## src/rtl/load_store_unit.sv

```systemverilog
// rtl/load_store_unit.sv - byte/half/word load-store unit in front of a word-addressed data memory
//
// Purpose: accepts one load or store request at a time from the datapath and
// drives the data memory's MemRead/MemWrite/Address/WriteData port. Sub-word
// stores are done as read-modify-write because the memory only writes whole
// words. Loads are returned sign- or zero-extended.
//
// Ports:
//   Clk, reset         clock, asynchronous active-high reset
//   req_valid/ready    request handshake (ready only in IDLE)
//   req_write          1 = store, 0 = load
//   req_size           00 byte, 01 half, 10 word, 11 illegal
//   req_unsigned       loads only: 1 = zero-extend
//   req_addr/wdata     byte address, right-aligned store data
//   resp_valid         one-cycle completion pulse
//   resp_rdata/err     extended load data, error flag
//   MemRead/MemWrite   memory strobes, one cycle per access
//   Address/WriteData  word index and write word
//   ReadData           memory read data, sampled at the end of a MemRead cycle

module load_store_unit #(
    parameter int DEPTH = 32,
    parameter int IDX_W = 5
) (
    input  logic        Clk,
    input  logic        reset,
    input  logic        req_valid,
    output logic        req_ready,
    input  logic        req_write,
    input  logic [1:0]  req_size,
    input  logic        req_unsigned,
    input  logic [31:0] req_addr,
    input  logic [31:0] req_wdata,
    output logic        resp_valid,
    output logic [31:0] resp_rdata,
    output logic        resp_err,
    output logic        MemRead,
    output logic        MemWrite,
    output logic [31:0] Address,
    output logic [31:0] WriteData,
    input  logic [31:0] ReadData
);

    localparam logic [2:0] S_IDLE   = 3'd0;
    localparam logic [2:0] S_RD     = 3'd1;
    localparam logic [2:0] S_WR     = 3'd2;
    localparam logic [2:0] S_RMW_RD = 3'd3;
    localparam logic [2:0] S_RMW_WR = 3'd4;
    localparam logic [2:0] S_RESP   = 3'd5;

    localparam logic [1:0] SIZE_B = 2'b00;
    localparam logic [1:0] SIZE_H = 2'b01;
    localparam logic [1:0] SIZE_W = 2'b10;

    logic [2:0]  state_q, state_d;
    logic        ready_q, ready_d;
    logic        rvalid_q, rvalid_d;
    logic [31:0] rdata_q, rdata_d;
    logic        rerr_q, rerr_d;
    logic        mread_q, mread_d;
    logic        mwrite_q, mwrite_d;
    logic [31:0] addr_q, addr_d;
    logic [31:0] wdo_q, wdo_d;

    // Request fields latched at acceptance for use in later states.
    logic [1:0]  size_q, size_d;
    logic        uns_q, uns_d;
    logic [1:0]  lo_q, lo_d;
    logic [15:0] sub_q, sub_d;

    logic        idx_oob;
    logic        req_bad;
    logic [7:0]  lane_b;
    logic [15:0] lane_h;
    logic [31:0] load_ext;
    logic [31:0] merged;

    // Out of range when any bit above the index is set, or the index itself
    // reaches DEPTH (covers non-power-of-two memories).
    assign idx_oob = (|req_addr[31:IDX_W+2]) ||
                     ({1'b0, req_addr[IDX_W+1:2]} >= (IDX_W+1)'(DEPTH));

    always_comb begin
        req_bad = 1'b0;
        case (req_size)
            SIZE_B:  req_bad = 1'b0;
            SIZE_H:  req_bad = req_addr[0];
            SIZE_W:  req_bad = |req_addr[1:0];
            default: req_bad = 1'b1;
        endcase
        req_bad = req_bad | idx_oob;
    end

    // Little-endian lane selection from the returned word.
    always_comb begin
        lane_b = ReadData[7:0];
        case (lo_q)
            2'd0:    lane_b = ReadData[7:0];
            2'd1:    lane_b = ReadData[15:8];
            2'd2:    lane_b = ReadData[23:16];
            default: lane_b = ReadData[31:24];
        endcase
        lane_h = lo_q[1] ? ReadData[31:16] : ReadData[15:0];
    end

    always_comb begin
        load_ext = ReadData;
        case (size_q)
            SIZE_B:  load_ext = uns_q ? {24'd0, lane_b} : {{24{lane_b[7]}}, lane_b};
            SIZE_H:  load_ext = uns_q ? {16'd0, lane_h} : {{16{lane_h[15]}}, lane_h};
            default: load_ext = ReadData;
        endcase
    end

    // Read-modify-write merge: the fetched word with only the addressed lane replaced.
    always_comb begin
        merged = ReadData;
        case (size_q)
            SIZE_B: begin
                case (lo_q)
                    2'd0:    merged[7:0]   = sub_q[7:0];
                    2'd1:    merged[15:8]  = sub_q[7:0];
                    2'd2:    merged[23:16] = sub_q[7:0];
                    default: merged[31:24] = sub_q[7:0];
                endcase
            end
            SIZE_H: begin
                if (lo_q[1]) begin
                    merged[31:16] = sub_q;
                end else begin
                    merged[15:0] = sub_q;
                end
            end
            default: merged = ReadData;
        endcase
    end

    always_comb begin
        state_d  = state_q;
        ready_d  = ready_q;
        rvalid_d = 1'b0;
        rdata_d  = 32'd0;
        rerr_d   = 1'b0;
        mread_d  = 1'b0;
        mwrite_d = 1'b0;
        addr_d   = addr_q;
        wdo_d    = wdo_q;
        size_d   = size_q;
        uns_d    = uns_q;
        lo_d     = lo_q;
        sub_d    = sub_q;
        case (state_q)
            S_IDLE: begin
                ready_d = 1'b1;
                if (req_valid && ready_q) begin
                    ready_d = 1'b0;
                    size_d  = req_size;
                    uns_d   = req_unsigned;
                    lo_d    = req_addr[1:0];
                    sub_d   = req_wdata[15:0];
                    if (req_bad) begin
                        state_d  = S_RESP;
                        rvalid_d = 1'b1;
                        rerr_d   = 1'b1;
                    end else begin
                        addr_d = {2'b00, req_addr[31:2]};
                        if (!req_write) begin
                            state_d = S_RD;
                            mread_d = 1'b1;
                        end else if (req_size == SIZE_W) begin
                            state_d  = S_WR;
                            mwrite_d = 1'b1;
                            wdo_d    = req_wdata;
                        end else begin
                            state_d = S_RMW_RD;
                            mread_d = 1'b1;
                        end
                    end
                end
            end
            S_RD: begin
                state_d  = S_RESP;
                rvalid_d = 1'b1;
                rdata_d  = load_ext;
            end
            S_WR: begin
                state_d  = S_RESP;
                rvalid_d = 1'b1;
            end
            S_RMW_RD: begin
                // WriteData is registered from the merge, so it doubles as
                // the latch of the fetched word.
                state_d  = S_RMW_WR;
                mwrite_d = 1'b1;
                wdo_d    = merged;
            end
            S_RMW_WR: begin
                state_d  = S_RESP;
                rvalid_d = 1'b1;
            end
            S_RESP: begin
                state_d = S_IDLE;
                ready_d = 1'b1;
            end
            default: begin
                state_d = S_IDLE;
                ready_d = 1'b0;
            end
        endcase
    end

    always_ff @(posedge Clk or posedge reset) begin
        if (reset) begin
            state_q  <= S_IDLE;
            ready_q  <= 1'b0;
            rvalid_q <= 1'b0;
            rdata_q  <= 32'd0;
            rerr_q   <= 1'b0;
            mread_q  <= 1'b0;
            mwrite_q <= 1'b0;
            addr_q   <= 32'd0;
            wdo_q    <= 32'd0;
            size_q   <= 2'b00;
            uns_q    <= 1'b0;
            lo_q     <= 2'b00;
            sub_q    <= 16'd0;
        end else begin
            state_q  <= state_d;
            ready_q  <= ready_d;
            rvalid_q <= rvalid_d;
            rdata_q  <= rdata_d;
            rerr_q   <= rerr_d;
            mread_q  <= mread_d;
            mwrite_q <= mwrite_d;
            addr_q   <= addr_d;
            wdo_q    <= wdo_d;
            size_q   <= size_d;
            uns_q    <= uns_d;
            lo_q     <= lo_d;
            sub_q    <= sub_d;
        end
    end

    assign req_ready  = ready_q;
    assign resp_valid = rvalid_q;
    assign resp_rdata = rdata_q;
    assign resp_err   = rerr_q;
    assign MemRead    = mread_q;
    assign MemWrite   = mwrite_q;
    assign Address    = addr_q;
    assign WriteData  = wdo_q;

endmodule
```

## config.mk

```make
export PLATFORM = sky130hd
export DESIGN_NAME = load_store_unit
export DESIGN_NICKNAME = d
export VERILOG_FILES = /design/src/rtl/load_store_unit.sv
export SDC_FILE = /design/constraint.sdc
export NUM_CORES = 1
export LEC_CHECK = 0
export CAP_MARGIN = 15
export CORE_UTILIZATION = 40
export CTS_BUF_LIST = sky130_fd_sc_hd__clkbuf_8
export CTS_CLUSTER_DIAMETER = 100
export DETAILED_ROUTE_END_ITERATION = 10
export GPL_TIMING_DRIVEN = 0
export PLACE_DENSITY = 0.71
export SLEW_MARGIN = 10
export SYNTH_ARGS = -nofsm -noshare
export SYNTH_HDL_FRONTEND = slang
export SYNTH_SLANG_ARGS = --single-unit
```

## constraint.sdc

```tcl
create_clock -name Clk -period 12.3 [get_ports Clk]
set_clock_uncertainty 0.1 [all_clocks]
set_input_delay 3.075 -clock Clk [delete_from_list [all_inputs] [get_ports Clk]]
set_output_delay 3.075 -clock Clk [all_outputs]
set_load 0.03 [all_outputs]
```

# [Yosys cells after proc, flatten, opt, wreduce, memory -nomap -nowiden]
# Index checks and enable logic that the tools add are counted.
[word_totals] ff_bits=123 latchBits=0 ramBits=0 rom_bits=0 in_bits=103 output_inout_bits=101 word_cells=83 memories=0
[classes] n_addsub=0 n_mul=0 n_div=0 magnitude_cmp=0 eq_ne=14 shift=0 muxes=40 bitwise=2 n_reduce_logical=14
[ops] operator="two-way mux 32 bit" n=7
[ops] operator="one-hot mux 32 bit (2 select lines)" n=3
[ops] operator="two-way mux 16 bit" n=3
[ops] operator="two-way mux 8 bit" n=4
[ops] operator="OR reduction 25 bit" n=1
[ops] operator="one-hot mux 8 bit (3 select lines)" n=1
[ops] operator="two-way mux 1 bit" n=14
[ops] operator="one-hot mux 3 bit (3 select lines)" n=1
[ops] operator="inequality test 2 bit, second input constant" n=4
[ops] operator="== test 2 x 1 -> 1 bit, second input constant" n=3
[ops] operator="== test 3 x 2 -> 1 bit, second input constant" n=2
[ops] operator="== test 3 bit, second input constant" n=2
[ops] operator="logical NOT 2 bit" n=3
[ops] operator="two-way mux 3 bit" n=2
[ops] operator="one-hot mux 1 bit (3 select lines)" n=2
[ops] operator="OR reduction 3 bit" n=2
[ops] operator="AND reduction 5 bit" n=1
[ops] operator="== test 2 bit, second input constant" n=2
[ops] operator="one-hot mux 1 bit (2 select lines)" n=2
[ops] operator="OR reduction 4 bit" n=1
[ops] operator="== test 3 x 1 -> 1 bit, second input constant" n=1
[ops] operator="logical NOT 3 bit" n=1
[ops] operator="AND reduction 3 bit" n=1
[ops] operator="two-way mux 2 bit" n=1
[ops] operator="6 further kinds" n=6

# [Depth between registers and ports, before layout]
[logic_depth] word_depth=6 mapped_depth=8 mapped_depth_nobuf=5

# [Least setup slack after synthesis]
# No wires, ideal clock.
[synth_timing] path_type="input to register" startpoint="in req_addr[27]" endpoint="reg wdo_q[0], in the netlist WriteData[0]" setup_time_ns=0.127 arrival_time_ns=4.689 slack_ns=7.383 cell_stages=7 n_path_buf=2 path_cell_list="nor4_1 -> nand4_1 -> nor4_4 -> a41o_1 -> buf_4 -> buf_6 -> mux2_1"
[synth_via] elab_chain_cells=4
[synth_rtl] item="from (decl)" line_no="32" rtl="input logic [31:0] req_addr,"
[synth_rtl] item="OR reduction 25 bit" line_no="80" rtl="assign idx_oob = (|req_addr[31:IDX_W+2]) ||"
[synth_rtl] item="OR 1 bit" line_no="91" rtl="req_bad = req_bad | idx_oob;"
[synth_rtl] item="inequality test 2 bit (no source line)"
[synth_rtl] item="AND reduction 5 bit (no source line)"
[synth_rtl] item="to (signal assigned)" line_no="236" rtl="wdo_q <= wdo_d;"
[synth_rtl] item="to (decl)" line_no="63" rtl="logic [31:0] wdo_q, wdo_d;"
# Every way passes these cells.
# A chain may end at the register's enable or synchronous reset.

# [Final worst setup path]
[layout_timing] startpoint="in ReadData[7]" endpoint="reg rdata_q[27], in the netlist resp_rdata[27]"
[layout_via] elab_chain_cells=4
[layout_rtl] item="from (decl)" line_no="41" rtl="input logic [31:0] ReadData"
[layout_rtl] item="one-hot mux 8 bit (3 select lines)" line_no="97" rtl="case (lo_q)"
[layout_rtl] item="two-way mux 32 bit" line_no="109" rtl="SIZE_B: load_ext = uns_q ? {24'd0, lane_b} : {{24{lane_b[7]}}, lane_b};"
[layout_rtl] item="one-hot mux 32 bit (2 select lines)" line_no="108" rtl="case (size_q)"
[layout_rtl] item="two-way mux 32 bit" line_no="152" rtl="case (state_q)"
[layout_rtl] item="net rdata_d[27]" line_no="58" rtl="logic [31:0] rdata_q, rdata_d;"
[layout_rtl] item="to (signal assigned)" line_no="231" rtl="rdata_q <= rdata_d;"
[layout_rtl] item="to (decl)" line_no="58"
# The timed path passes the listed nets, and every way through them passes these cells.

==> impl_results.md <==
- Sw frac: 0.4138
- Final nets: 964
- XOR/XNOR Fraction of Synth Area: 0
- Max_slew headroom: 0.4989
- EDFF count, synth: 0
- Crit end category: flop
- Worst-Skew Late Latency: 0.45 ns
- Filler cell count: 1259
- Cts repair resizes: 0
- Fin crit period: 5.324 ns
- Leakage power total: 4.107 nW
- GR Util met3: 0.07349
- Mean post-synth cell area: 9.583 um2
- First-pass GRT wire length: 32100 um
- Diodes inserted: 0
- Worst-path fanout max: 10
- Critical Path RT: 12.51 ns
- Max cap viols: 0
- Design Area, Final: 0.008751 mm2
- Sequential Power Share: 0.342
- Port Buf Inserts: 201
- Clk sinks: 123
- WL/cell: 19.49 um
- Total power: 0.001618 W
- Post-Synth Simple-Gate Area: 0.1622
- Die height: 125.7 um
- CTS root buffer: clkbuf_8
- Die width: 125.7 um
- Final TNS setup: 0 ns
- #FFs+latches synth: 123
- Cell Area, Synth: 0.006123 mm2
- Initial antenna violation count: 0
- H-tree levels: 4
- Hold Startpoint: sub_q[13]$_DFFE_PP0P_
- Yosys warns: 0
- Combinational share of power: 0.452
- Adder-Cell Fraction of Synth Area: 0
- GRT busiest layer: met2
- Post-DRT Antenna Nets: 0
- Max-slew violations: 0
- Drt first pass iters: 8
- Vias per std cell: 5.464
- Buf/Inv on CP: 2
- Most common cell after layout, fill and taps aside: clkdlybuf4s50_1
- Routing usage on met1: 0.3451
- Worst-path clk slew: 0.07 ns
- RD Place Congestion: 0.9708
- Total setup buffers inserted after CTS: 0
- Psw: 0.0006695 W
- CTS buffer count: 17
- Vias: 5770
- Top_reg_cell synth: dfrtp_1
- CP startpoint kind: input pin
- Worst path cell trace: clkdlybuf4s50_1 -> mux4_2 -> nor2_1 -> a211oi_1 -> o21bai_1 -> clkbuf_1 -> a21oi_1
- Clk pwr share: 0.206
- Number of global-route vias before repair: 5841
- Overflow after GRT: 0
- DRC: 0
- Most frequent cells in the layout: clkdlybuf4s50_1 (201), dfrtp_1 (123), nand2_1 (104), a21oi_1 (50), nor2_1 (47)
- Critical path arrival: 5.54 ns
- Cells after Synth: 639
- Fraction of synthesized area in multiplexers: 0.1251
- Largest family of logic cells by synthesized area: simple AND/OR/NAND/NOR gates
- PD cells: 184.9 mW/mm2
- Sequential share of the synthesized area: 0.5027
- Compound-gate portion of the synthesized area: 0.1561
- Peak supply drop: 0.07772 mV
- CP max stage delay: 0.60 ns
- Crit Path Category: in -> reg
- Longest Clk Path Bufs: 2
- RSZ-0062 raised after global routing: no
- Worst-margin pin slew: 0.7460 ns
- Fmax: 187.8 MHz
- DRT iter0 DRCs: 549
- Int Pwr: 0.0009482 W
- Largest net degree at the start of global routing: 98
- # rows: 44
- Final hold violations: 0
- Initial Utilization: 0.4150
- Status: completed
- Crit path from: ReadData[7]
- CTS tree: done
- CTS Hold Bufs: 0
- Final setup viols: 0
- Final Cycle Share: 0.4328
- Ys async rst share: 1.000
- Hold Slack: 0.3855 ns
- Delay-heaviest family, CP: buffers and inverters
- GRT Overall Usage: 0.2684
- IO Pins: 204
- Slowest cell on crit path: o21bai_1
- Detail Placement HPWL: 15710 um
- Placed Area: 0.008402 mm2
- Die area: 0.01581 mm2
- Netlist cell types: 42
- Drt total wl: 20580 um
- Core Region: 0.01475 mm2
- Reg2reg start: state_q[2]$_DFFE_PP0N_
- Share of layout cells above drive strength 1: 0.05734
- Hold WC Path Type: reg -> reg
- Layout area overhead: 42.91%
- Met2 Use GR: 0.4216
[area by class of cell]
| cell class | count | area [um2] | share of cell area |
|---|---|---|---|
| repair buffers | 202 | 2039 | 0.2331 |
| multi-input cells | 440 | 2723 | 0.3111 |
| well taps | 184 | 230.2 | 0.02631 |
| plain buffers | 47 | 214.0 | 0.02445 |
| flip-flops and latches | 123 | 3078 | 0.3517 |
| clock buffers | 17 | 234.0 | 0.02674 |
| clock inverters | 13 | 115.1 | 0.01315 |
| inverters | 30 | 117.6 | 0.01344 |
[power by group through the flow]
stage               combinational (W)  clock [W]  sequential (W)
global placement             0.000709          0        0.000556
CTS                          0.000724   0.000337        0.000552
finish                       0.000732   0.000333        0.000553
global route                 0.000782   0.000359        0.000559
detailed placement           0.000721          0        0.000559
floorplan                    0.000369          0        0.000633
[metrics by stage]
step | setup slack, ns | std cells | util
2_1_floorplan | 5.854 | 640 | -
3_3_place_gp | 4.402 | 1025 | 0.5672
3_5_place_dp | 6.556 | 1026 | 0.5695
4_1_cts | 7.045 | 1056 | 0.5931
5_1_grt | 6.876 | 1056 | 0.5931
6_report | 6.976 | 1056 | 0.5931
[routing by layer]
metal | wire length, um | vias to the layer above | share of wire
li1 | - | 2649 | -
met1 | 8579 | 2761 | 0.42
met5 | 0 | - | 0
met3 | 1909 | 43 | 0.093
met4 | 639 | 0 | 0.031
met2 | 9453 | 317 | 0.46
[flip-flops by register name, summed over array words and instances (netlist names)]
name / flops
size_q: 2
WriteData: 32
resp_err: 1
state_q: 3
resp_valid: 1
lo_q: 2
resp_rdata: 32
sub_q: 16
req_ready: 1
Address: 30
uns_q: 1
MemRead: 1
MemWrite: 1
[cell usage after synthesis, types with 4 or more instances]
master | n | share of area
dfrtp_1 | 123 | 0.50
nand2_1 | 104 | 0.064
a21oi_1 | 50 | 0.041
nor2_1 | 47 | 0.029
clkbuf_1 | 36 | 0.022
mux2i_1 | 36 | 0.059
inv_1 | 30 | 0.018
nor2b_1 | 28 | 0.029
mux2_1 | 26 | 0.048
o21ai_0 | 26 | 0.021
a31oi_1 | 18 | 0.018
a2bb2oi_1 | 17 | 0.024
nand2b_1 | 15 | 0.015
o22ai_1 | 12 | 0.012
a22oi_1 | 8 | 0.0098
mux2_2 | 8 | 0.015
a222oi_1 | 7 | 0.011
nor4_1 | 5 | 0.0051
nor3_1 | 4 | 0.0033
[tightest hold or removal path: stages (launching register included)]
cell and delay [ns]:
dfrtp_1 0.35, nand2_1 0.05, nand2_1 0.06
[final timing paths]
| check | endpoint | slack (ns) | cells after the start |
|---|---|---|---|
| setup / recovery | resp_rdata[27]$_DFF_PP0_ | 6.98 | 7 |
| hold / removal | sub_q[13]$_DFFE_PP0P_ | 0.39 | 2 |
| setup reg to reg | WriteData[21]$_DFFE_PP0P_ | 9.66 | 7 |
| hold reg to reg | sub_q[13]$_DFFE_PP0P_ | 0.39 | 2 |
| max in group asynchronous | resp_rdata[19]$_DFF_PP0_ | 8.48 | 3 |
| min in group asynchronous | Address[20]$_DFFE_PP0P_ | 2.85 | 2 |
[cell families after synthesis]
| logic type | Yosys count |
|---|---|
| AO/OA/AOI/OAI | 151 |
| flip-flops | 123 |
| other | 1 |
| buffers and inverters | 77 |
| multiplexers | 71 |
| AND/OR/NAND/NOR | 216 |
(Power assumes the default switching activity.)
